`src/rtl/slc3_pkg.sv`:
```
// Shared definitions for the SLC-3 control unit and datapath: state encoding,
// opcodes and the mux/ALU select encodings both sides must agree on.
package slc3_pkg;

    typedef enum logic [4:0] {
        HALTED = 5'd0,
        S18    = 5'd1,
        S33    = 5'd2,
        S35    = 5'd3,
        S32    = 5'd4,
        S01    = 5'd5,
        S05    = 5'd6,
        S09    = 5'd7,
        S00    = 5'd8,
        S22    = 5'd9,
        S12    = 5'd10,
        S04    = 5'd11,
        S21    = 5'd12,
        S06    = 5'd13,
        S07    = 5'd14,
        S25    = 5'd15,
        S27    = 5'd16,
        S23    = 5'd17,
        S16    = 5'd18,
        PAUSE1 = 5'd19,
        PAUSE2 = 5'd20
    } state_t;

    localparam logic [3:0] OP_ADD   = 4'b0001;
    localparam logic [3:0] OP_AND   = 4'b0101;
    localparam logic [3:0] OP_NOT   = 4'b1001;
    localparam logic [3:0] OP_BR    = 4'b0000;
    localparam logic [3:0] OP_JMP   = 4'b1100;
    localparam logic [3:0] OP_JSR   = 4'b0100;
    localparam logic [3:0] OP_LDR   = 4'b0110;
    localparam logic [3:0] OP_STR   = 4'b0111;
    localparam logic [3:0] OP_PAUSE = 4'b1101;

    localparam logic [1:0] ALUK_ADD  = 2'b00;
    localparam logic [1:0] ALUK_AND  = 2'b01;
    localparam logic [1:0] ALUK_NOT  = 2'b10;
    localparam logic [1:0] ALUK_PASS = 2'b11;

    localparam logic [1:0] PCMUX_INC   = 2'd0;
    localparam logic [1:0] PCMUX_BUS   = 2'd1;
    localparam logic [1:0] PCMUX_ADDER = 2'd2;

    localparam logic [1:0] ADDR2_ZERO  = 2'd0;
    localparam logic [1:0] ADDR2_OFF6  = 2'd1;
    localparam logic [1:0] ADDR2_OFF9  = 2'd2;
    localparam logic [1:0] ADDR2_OFF11 = 2'd3;

    // States whose dwell time is set by the memory wait timer.
    function automatic logic is_mem_wait_state(input state_t s);
        return (s == S33) || (s == S25) || (s == S16);
    endfunction

endpackage

```
`src/rtl/slc3_control_if.sv`:
```
// Control-to-datapath bundle: IR fields and BEN in, every load/gate/select and
// the memory enables out, plus the FSM state for observation.
interface slc3_control_if;
    import slc3_pkg::*;

    // Run/Continue are level inputs sampled on the rising clock edge; there is
    // no valid/ready handshake, the control outputs are valid every cycle.
    logic       Run;
    logic       Continue;
    logic [3:0] Opcode;
    logic       IR_5;
    logic       IR_11;
    logic       BEN;

    logic       LD_MAR, LD_MDR, LD_IR, LD_BEN, LD_CC, LD_REG, LD_PC, LD_LED;
    logic       GatePC, GateMDR, GateALU, GateMARMUX;
    logic       SR2MUX, ADDR1MUX, DRMUX, SR1MUX;
    logic       MARMUX, MIO_EN;
    logic [1:0] PCMUX;
    logic [1:0] ADDR2MUX;
    logic [1:0] ALUK;
    logic       Mem_OE, Mem_WE;
    state_t     state_dbg;

    modport master (
        input  Run, Continue, Opcode, IR_5, IR_11, BEN,
        output LD_MAR, LD_MDR, LD_IR, LD_BEN, LD_CC, LD_REG, LD_PC, LD_LED,
        output GatePC, GateMDR, GateALU, GateMARMUX,
        output SR2MUX, ADDR1MUX, DRMUX, SR1MUX, MARMUX, MIO_EN,
        output PCMUX, ADDR2MUX, ALUK, Mem_OE, Mem_WE, state_dbg
    );

    modport slave (
        output Run, Continue, Opcode, IR_5, IR_11, BEN,
        input  LD_MAR, LD_MDR, LD_IR, LD_BEN, LD_CC, LD_REG, LD_PC, LD_LED,
        input  GatePC, GateMDR, GateALU, GateMARMUX,
        input  SR2MUX, ADDR1MUX, DRMUX, SR1MUX, MARMUX, MIO_EN,
        input  PCMUX, ADDR2MUX, ALUK, Mem_OE, Mem_WE, state_dbg
    );

endinterface

```
`src/rtl/mem_wait_timer.sv`:
```
// Loadable 3-bit down-counter that paces memory accesses; done is high while
// the count is zero, i.e. in the last cycle of a wait.
module mem_wait_timer #(
    parameter int unsigned MEM_WAIT = 2
) (
    input  logic clk,
    input  logic rst_n,
    input  logic load,
    output logic done
);

    localparam logic [2:0] LOAD_VAL = 3'(MEM_WAIT - 1);

    logic [2:0] count_q;
    logic [2:0] count_d;

    always_comb begin
        count_d = count_q;
        if (load) begin
            count_d = LOAD_VAL;
        end else if (count_q != 3'd0) begin
            count_d = count_q - 3'd1;
        end
    end

    always_ff @(posedge clk or negedge rst_n) begin
        if (!rst_n) begin
            count_q <= 3'd0;
        end else begin
            count_q <= count_d;
        end
    end

    assign done = (count_q == 3'd0);

endmodule

```
`src/rtl/slc3_control.sv`:
```
// SLC-3 sequencer: Moore FSM for fetch/decode/execute that drives every
// datapath strobe, bus gate, mux select and memory enable.
module slc3_control
    import slc3_pkg::*;
#(
    parameter int unsigned MEM_WAIT = 2
) (
    input  logic          Clk,
    input  logic          Reset,
    slc3_control_if.master ctl
);

    state_t state_q;
    state_t state_d;
    logic   tmr_load;
    logic   tmr_done;
    logic   unused_ir11;

    // Opcode 0100 always decodes as JSR, so IR[11] never affects sequencing.
    assign unused_ir11 = ctl.IR_11;

    // Reload the timer on the edge that enters a wait state, not while holding.
    assign tmr_load = is_mem_wait_state(state_d) && (state_d != state_q);

    mem_wait_timer #(
        .MEM_WAIT (MEM_WAIT)
    ) u_timer (
        .clk   (Clk),
        .rst_n (Reset),
        .load  (tmr_load),
        .done  (tmr_done)
    );

    always_ff @(posedge Clk or negedge Reset) begin
        if (!Reset) begin
            state_q <= HALTED;
        end else begin
            state_q <= state_d;
        end
    end

    always_comb begin
        state_d = state_q;
        unique case (state_q)
            HALTED: if (ctl.Run) state_d = S18;
            S18:    state_d = S33;
            S33:    if (tmr_done) state_d = S35;
            S35:    state_d = S32;
            S32: begin
                unique case (ctl.Opcode)
                    OP_ADD:   state_d = S01;
                    OP_AND:   state_d = S05;
                    OP_NOT:   state_d = S09;
                    OP_BR:    state_d = S00;
                    OP_JMP:   state_d = S12;
                    OP_JSR:   state_d = S04;
                    OP_LDR:   state_d = S06;
                    OP_STR:   state_d = S07;
                    OP_PAUSE: state_d = PAUSE1;
                    default:  state_d = S18;
                endcase
            end
            S00:    state_d = ctl.BEN ? S22 : S18;
            S04:    state_d = S21;
            S06:    state_d = S25;
            S07:    state_d = S23;
            S25:    if (tmr_done) state_d = S27;
            S23:    state_d = S16;
            S16:    if (tmr_done) state_d = S18;
            PAUSE1: if (ctl.Continue) state_d = PAUSE2;
            // Wait for release so one long press cannot clear several pauses.
            PAUSE2: if (!ctl.Continue) state_d = S18;
            S01, S05, S09, S22, S12, S21, S27: state_d = S18;
            default: state_d = HALTED;
        endcase
    end

    always_comb begin
        ctl.LD_MAR     = 1'b0;
        ctl.LD_MDR     = 1'b0;
        ctl.LD_IR      = 1'b0;
        ctl.LD_BEN     = 1'b0;
        ctl.LD_CC      = 1'b0;
        ctl.LD_REG     = 1'b0;
        ctl.LD_PC      = 1'b0;
        ctl.LD_LED     = 1'b0;
        ctl.GatePC     = 1'b0;
        ctl.GateMDR    = 1'b0;
        ctl.GateALU    = 1'b0;
        ctl.GateMARMUX = 1'b0;
        ctl.SR2MUX     = 1'b0;
        ctl.ADDR1MUX   = 1'b0;
        ctl.DRMUX      = 1'b0;
        ctl.SR1MUX     = 1'b0;
        ctl.MARMUX     = 1'b0;
        ctl.MIO_EN     = 1'b0;
        ctl.PCMUX      = PCMUX_INC;
        ctl.ADDR2MUX   = ADDR2_ZERO;
        ctl.ALUK       = ALUK_ADD;
        ctl.Mem_OE     = 1'b1;
        ctl.Mem_WE     = 1'b1;
        unique case (state_q)
            S18: begin
                ctl.GatePC = 1'b1;
                ctl.LD_MAR = 1'b1;
                ctl.PCMUX  = PCMUX_INC;
                ctl.LD_PC  = 1'b1;
            end
            S33, S25: begin
                ctl.Mem_OE = 1'b0;
                ctl.MIO_EN = 1'b1;
                ctl.LD_MDR = tmr_done;
            end
            S35: begin
                ctl.GateMDR = 1'b1;
                ctl.LD_IR   = 1'b1;
            end
            S32: ctl.LD_BEN = 1'b1;
            S01, S05: begin
                ctl.SR1MUX  = 1'b1;
                ctl.SR2MUX  = ~ctl.IR_5;
                ctl.ALUK    = (state_q == S01) ? ALUK_ADD : ALUK_AND;
                ctl.GateALU = 1'b1;
                ctl.DRMUX   = 1'b0;
                ctl.LD_REG  = 1'b1;
                ctl.LD_CC   = 1'b1;
            end
            S09: begin
                ctl.SR1MUX  = 1'b1;
                ctl.ALUK    = ALUK_NOT;
                ctl.GateALU = 1'b1;
                ctl.LD_REG  = 1'b1;
                ctl.LD_CC   = 1'b1;
            end
            S22, S21: begin
                ctl.ADDR1MUX = 1'b0;
                ctl.ADDR2MUX = (state_q == S22) ? ADDR2_OFF9 : ADDR2_OFF11;
                ctl.PCMUX    = PCMUX_ADDER;
                ctl.LD_PC    = 1'b1;
            end
            S12: begin
                ctl.SR1MUX  = 1'b1;
                ctl.ALUK    = ALUK_PASS;
                ctl.GateALU = 1'b1;
                ctl.PCMUX   = PCMUX_BUS;
                ctl.LD_PC   = 1'b1;
            end
            S04: begin
                ctl.GatePC = 1'b1;
                ctl.DRMUX  = 1'b1;
                ctl.LD_REG = 1'b1;
            end
            S06, S07: begin
                ctl.SR1MUX     = 1'b1;
                ctl.ADDR1MUX   = 1'b1;
                ctl.ADDR2MUX   = ADDR2_OFF6;
                ctl.MARMUX     = 1'b0;
                ctl.GateMARMUX = 1'b1;
                ctl.LD_MAR     = 1'b1;
            end
            S27: begin
                ctl.GateMDR = 1'b1;
                ctl.DRMUX   = 1'b0;
                ctl.LD_REG  = 1'b1;
                ctl.LD_CC   = 1'b1;
            end
            S23: begin
                ctl.SR1MUX  = 1'b0;
                ctl.ALUK    = ALUK_PASS;
                ctl.GateALU = 1'b1;
                ctl.MIO_EN  = 1'b0;
                ctl.LD_MDR  = 1'b1;
            end
            S16:    ctl.Mem_WE = 1'b0;
            PAUSE1: ctl.LD_LED = 1'b1;
            default: begin
            end
        endcase
    end

    assign ctl.state_dbg = state_q;

endmodule

```
`src/flat_wrapper.sv`:
```
// flat-port wrapper written by rule: the top's interface ports become plain ports
module slc3_control_flat import slc3_pkg::*;
#(
    parameter int unsigned MEM_WAIT = 2
)
  (Clk, Reset, ctl_Run, ctl_Continue, ctl_Opcode, ctl_IR_5, ctl_IR_11, ctl_BEN, ctl_LD_MAR, ctl_LD_MDR, ctl_LD_IR, ctl_LD_BEN, ctl_LD_CC, ctl_LD_REG, ctl_LD_PC, ctl_LD_LED, ctl_GatePC, ctl_GateMDR, ctl_GateALU, ctl_GateMARMUX, ctl_SR2MUX, ctl_ADDR1MUX, ctl_DRMUX, ctl_SR1MUX, ctl_MARMUX, ctl_MIO_EN, ctl_PCMUX, ctl_ADDR2MUX, ctl_ALUK, ctl_Mem_OE, ctl_Mem_WE, ctl_state_dbg);
  slc3_control_if ctl_i ();
  input  logic Clk;
  input  logic Reset;
  input wire logic [$bits(ctl_i.Run)-1:0] ctl_Run;
  input wire logic [$bits(ctl_i.Continue)-1:0] ctl_Continue;
  input wire logic [$bits(ctl_i.Opcode)-1:0] ctl_Opcode;
  input wire logic [$bits(ctl_i.IR_5)-1:0] ctl_IR_5;
  input wire logic [$bits(ctl_i.IR_11)-1:0] ctl_IR_11;
  input wire logic [$bits(ctl_i.BEN)-1:0] ctl_BEN;
  output wire logic [$bits(ctl_i.LD_MAR)-1:0] ctl_LD_MAR;
  output wire logic [$bits(ctl_i.LD_MDR)-1:0] ctl_LD_MDR;
  output wire logic [$bits(ctl_i.LD_IR)-1:0] ctl_LD_IR;
  output wire logic [$bits(ctl_i.LD_BEN)-1:0] ctl_LD_BEN;
  output wire logic [$bits(ctl_i.LD_CC)-1:0] ctl_LD_CC;
  output wire logic [$bits(ctl_i.LD_REG)-1:0] ctl_LD_REG;
  output wire logic [$bits(ctl_i.LD_PC)-1:0] ctl_LD_PC;
  output wire logic [$bits(ctl_i.LD_LED)-1:0] ctl_LD_LED;
  output wire logic [$bits(ctl_i.GatePC)-1:0] ctl_GatePC;
  output wire logic [$bits(ctl_i.GateMDR)-1:0] ctl_GateMDR;
  output wire logic [$bits(ctl_i.GateALU)-1:0] ctl_GateALU;
  output wire logic [$bits(ctl_i.GateMARMUX)-1:0] ctl_GateMARMUX;
  output wire logic [$bits(ctl_i.SR2MUX)-1:0] ctl_SR2MUX;
  output wire logic [$bits(ctl_i.ADDR1MUX)-1:0] ctl_ADDR1MUX;
  output wire logic [$bits(ctl_i.DRMUX)-1:0] ctl_DRMUX;
  output wire logic [$bits(ctl_i.SR1MUX)-1:0] ctl_SR1MUX;
  output wire logic [$bits(ctl_i.MARMUX)-1:0] ctl_MARMUX;
  output wire logic [$bits(ctl_i.MIO_EN)-1:0] ctl_MIO_EN;
  output wire logic [$bits(ctl_i.PCMUX)-1:0] ctl_PCMUX;
  output wire logic [$bits(ctl_i.ADDR2MUX)-1:0] ctl_ADDR2MUX;
  output wire logic [$bits(ctl_i.ALUK)-1:0] ctl_ALUK;
  output wire logic [$bits(ctl_i.Mem_OE)-1:0] ctl_Mem_OE;
  output wire logic [$bits(ctl_i.Mem_WE)-1:0] ctl_Mem_WE;
  output wire logic [$bits(ctl_i.state_dbg)-1:0] ctl_state_dbg;
  assign ctl_i.Run = ctl_Run;
  assign ctl_i.Continue = ctl_Continue;
  assign ctl_i.Opcode = ctl_Opcode;
  assign ctl_i.IR_5 = ctl_IR_5;
  assign ctl_i.IR_11 = ctl_IR_11;
  assign ctl_i.BEN = ctl_BEN;
  assign ctl_LD_MAR = ctl_i.LD_MAR;
  assign ctl_LD_MDR = ctl_i.LD_MDR;
  assign ctl_LD_IR = ctl_i.LD_IR;
  assign ctl_LD_BEN = ctl_i.LD_BEN;
  assign ctl_LD_CC = ctl_i.LD_CC;
  assign ctl_LD_REG = ctl_i.LD_REG;
  assign ctl_LD_PC = ctl_i.LD_PC;
  assign ctl_LD_LED = ctl_i.LD_LED;
  assign ctl_GatePC = ctl_i.GatePC;
  assign ctl_GateMDR = ctl_i.GateMDR;
  assign ctl_GateALU = ctl_i.GateALU;
  assign ctl_GateMARMUX = ctl_i.GateMARMUX;
  assign ctl_SR2MUX = ctl_i.SR2MUX;
  assign ctl_ADDR1MUX = ctl_i.ADDR1MUX;
  assign ctl_DRMUX = ctl_i.DRMUX;
  assign ctl_SR1MUX = ctl_i.SR1MUX;
  assign ctl_MARMUX = ctl_i.MARMUX;
  assign ctl_MIO_EN = ctl_i.MIO_EN;
  assign ctl_PCMUX = ctl_i.PCMUX;
  assign ctl_ADDR2MUX = ctl_i.ADDR2MUX;
  assign ctl_ALUK = ctl_i.ALUK;
  assign ctl_Mem_OE = ctl_i.Mem_OE;
  assign ctl_Mem_WE = ctl_i.Mem_WE;
  assign ctl_state_dbg = ctl_i.state_dbg;
  slc3_control #(.MEM_WAIT(MEM_WAIT)) u_core (.Clk(Clk), .Reset(Reset), .ctl(ctl_i));
endmodule
```
`config.mk`:
```
export PLATFORM = sky130hd
export DESIGN_NAME = slc3_control_flat
export DESIGN_NICKNAME = d
export VERILOG_FILES = /design/src/rtl/slc3_pkg.sv /design/src/rtl/slc3_control_if.sv /design/src/rtl/mem_wait_timer.sv /design/src/rtl/slc3_control.sv /design/src/flat_wrapper.sv
export SDC_FILE = /design/constraint.sdc
export NUM_CORES = 1
export LEC_CHECK = 0
export CORE_ASPECT_RATIO = 1.75
export CORE_MARGIN = 2
export CORE_UTILIZATION = 49
export CTS_BUF_LIST = sky130_fd_sc_hd__clkbuf_4 sky130_fd_sc_hd__clkbuf_8
export DETAILED_ROUTE_END_ITERATION = 10
export PLACE_DENSITY = 0.92
export RECOVER_POWER = 25
export SYNTH_ARGS = -nofsm -noshare
export SYNTH_HDL_FRONTEND = slang
export SYNTH_SLANG_ARGS = --single-unit
export TNS_END_PERCENT = 10
```
`constraint.sdc`:
```
create_clock -name Clk -period 3.6 [get_ports Clk]
set_input_delay 0.72 -clock Clk [delete_from_list [all_inputs] [get_ports Clk]]
set_output_delay 0.72 -clock Clk [all_outputs]
set_load 0.05 [all_outputs]
```
==> impl_metrics.ini <==
[clock_network]
cts_resized = 0
post-cts-setup-buffers = 0
insertion_delay_ns = 0.23
cts-root-buf = clkbuf_8
clockBufferDepth = 2
cts_tree = yes
cts-buffers-inserted = 3
cts_htree_levels = 1
postCtsHoldBufs = 0
tritoncts_num_sinks = 8
cts.clk_slew.worst_paths_ns = 0.04

[routing]
first_iter_violations = 71
totalWireLength_mm = 3.07
via_per_inst = 6.10
dr.pass1.iters = 4
wire_per_inst_um = 14.5
vias = 1287
drc = 0
postRouteAntennaNets = 0

[timing]
slew_headroom_pct = 53.9
hold_violations = 0
rsz0062_at_grt = no
setup_tns_ns = 0
finalMaxSlewViolations = 0
setup_violations = 0
finClkSkew_ns = 0.00381
max_freq_mhz = 312
period_share_pct = 89.1
fin_crit_ns = 3.21
whs_ns = 0.572
worst_pin_slew_ns = 0.691

[floorplan]
die-area_um2 = 2720
ios = 42
fp.dieH_um = 67.5
core_um2 = 2240
initial_core_util_pct = 50.2
rows = 23
die_w_um = 40.3

[placement]
dpl_cell_area_um2 = 1450
io_buffers = 39
place_hpwl_mm = 2.40
gp_congestion = 0.903

[power]
pwr-share-seq_pct = 15.5
p_int_mw = 0.616
switchingPower_mw = 0.910
p_per_area_nw_per_um2 = 1030
pwr-share-clk_pct = 6.8
swShare_pct = 59.7
pwr-share-comb_pct = 77.7
ir_drop_mv = 0.723
leakagePower_nw = 0.596
finalPower_mw = 1.53

[synth]
synth_compound_area_share_pct = 25.3
synth_fa_ha_area_share_pct = 2.22
yosys-top-cells-area = dfrtp_1 18%, nor2_1 6.3%, buf_6 6.0%, nand2b_1 5.5%, a21oi_1 4.4%
ys.flop_type = dfrtp_1
ys_seq_elements = 8
synth_edf_count = 0
syn-num-nets = 168
yosysWarnings = 0
async_flop_share_pct = 100
synth-simple-area-share_pct = 34.7
synth_area_um2 = 1130
synth_top_family_by_area = simple AND/OR/NAND/NOR gates
synth_cells = 155
synth_seq_area_share_pct = 17.8
syn_avg_cell_area_um2 = 7.27
synth_area_leader_cell = dfrtp_1
synth.area.mux_share_pct = 3.66
synth_cell_type_count = 54
yosys.area.top_type_share_pct = 17.8
synth_xor_area_share_pct = 1.55

[worst_setup_path]
critPathTopFamily = buffers and inverters
cp.buffers_inverters = 2
cp_max_fo = 13
cp-start-kind = flop
cpMostUsedCell = nor2_1
r2r_start = u_core.ctl.state_dbg[4]$_DFF_PN0_
rr_endpoint = u_core.ctl.state_dbg[1]$_DFF_PN0_
reg2regPathDepth = 5
worst_path_largest_cell_delay_ns = 0.85
cp_data_required_time_ns = 2.88
slowest_stage = clkdlybuf4s50_1
ff2ff_setup_slack_ns = 1.83
crit_chain = buf_4 > nor2_1 > nor2_1 > o31ai_1 > clkdlybuf4s50_1
cp.arrival_ns = 2.49
end_kind = output port
crit_type = flop to output port

[layout]
areaGrowthSynthToFinish_pct = 32.0
seqCellArea_um2 = 200
final_cell_mix = 37 x clkdlybuf4s50_1, 19 x nor2_1, 12 x nand2_1
postLayoutCellArea_um2 = 1490
antenna_cells = 0
final_util_pct = 66.3
multiInputGateArea_um2 = 764
final_common_cell = clkdlybuf4s50_1
fin_nets = 201
layout-drive-gt1-share_pct = 8.06
fillers = 207

[worst_hold_path]
min_to = u_core.u_timer.count_q[0]$_DFFE_PN0P_
min_path_cells = 2
hp-class = flop to flop
hp-start = u_core.u_timer.count_q[0]$_DFFE_PN0P_

[global_routing]
grt-ovfl-total = 0
grt_pass1_wl_mm = 5.07
gr-usage-all-layers_pct = 25.8
grt_pass1_vias = 1187
antenna_found_initial = 0
grt_max_degree = 26

[outcome]
status = finished clean

[job]
drv_cap = 0
-- tightest hold or removal path, cell delays in order, from the launching register on --
cell and delay, ns:
dfrtp_1 0.37, nand2_1 0.06, a21o_1 0.10
-- logic make-up after synthesis --
family,count (synthesis)
simple gates,72
compound gates,44
buf+inv,22
flops,8
mux,4
fa+ha+maj,2
xor+xnor,2
other cells,1
-- power groups by stage --
stage	Sequential (mW)	Clock (mW)	Combinational [mW]
5_1_grt	0.250	0.112	1.26
4_1_cts	0.233	0.106	1.18
2_1_floorplan	0.241	0	0.890
3_5_place_dp	0.234	0	1.18
6_report	0.236	0.104	1.19
3_3_place_gp	0.231	0	1.15
-- state kept, by name (all words and copies together), names as in the netlist --
name and cells:
u_core.ctl.state_dbg 5, u_core.u_timer.count_q 3
-- cell usage after synthesis (2+ instances only) --
cell and count:
a31oi_1 5, inv_1 5, o21bai_1 2, xnor2_1 2, a21oi_1 10, nand2b_1 10, ha_1 2, nor3_1 5
and2_1 3, o22ai_1 2, mux2i_1 3, nand3b_1 2, nor2b_1 4, nand2_1 12, nor2_1 19, nor2b_2 2
buf_2 2, dfrtp_1 8, o21ai_0 5, buf_4 5, o21ai_1 6, nand3_1 4, buf_6 6
-- worst max path at each step --
stage                                                 start          end  cells after the start
after floorplan           u_core.ctl.state_dbg[0]$_DFF_PN0_   ctl_SR2MUX                      5
after global placement                             ctl_IR_5   ctl_SR2MUX                      3
after detailed placement  u_core.ctl.state_dbg[3]$_DFF_PN0_  ctl_ALUK[0]                      5
after CTS                 u_core.ctl.state_dbg[3]$_DFF_PN0_  ctl_ALUK[0]                      5
after global routing      u_core.ctl.state_dbg[2]$_DFF_PN0_  ctl_ALUK[0]                      5
final                     u_core.ctl.state_dbg[3]$_DFF_PN0_  ctl_ALUK[0]                      5
-- metal layers --
| layer | up-vias | part of all wire [%] | global-route usage (%) |
|---|---|---|---|
| li1 | 611 | - | - |
| met1 | 594 | 37 | 28.7 |
| met2 | 67 | 54 | 44.0 |
| met3 | 15 | 5.9 | 5.92 |
| met4 | 0 | 3.5 | 11.7 |
| met5 | - | 0 | 0 |
-- through the flow --
stage                     std cells  setup WS [ns]
after floorplan                 155          0.184
after global placement          208          0.654
after detailed placement        208          0.646
after CTS                       211          0.404
after global routing            211          0.250
final                           211          0.393
-- final cells by class --
cell class,count,area share [%]
Multi-Input combinational cell,125,51.4
Timing Repair Buffer,44,28.8
Sequential cell,8,13.5
Clock buffer,3,2.78
Tap cell,25,2.10
Inverter,6,1.51
No activity file was read; power rests on OpenSTA's default activity.
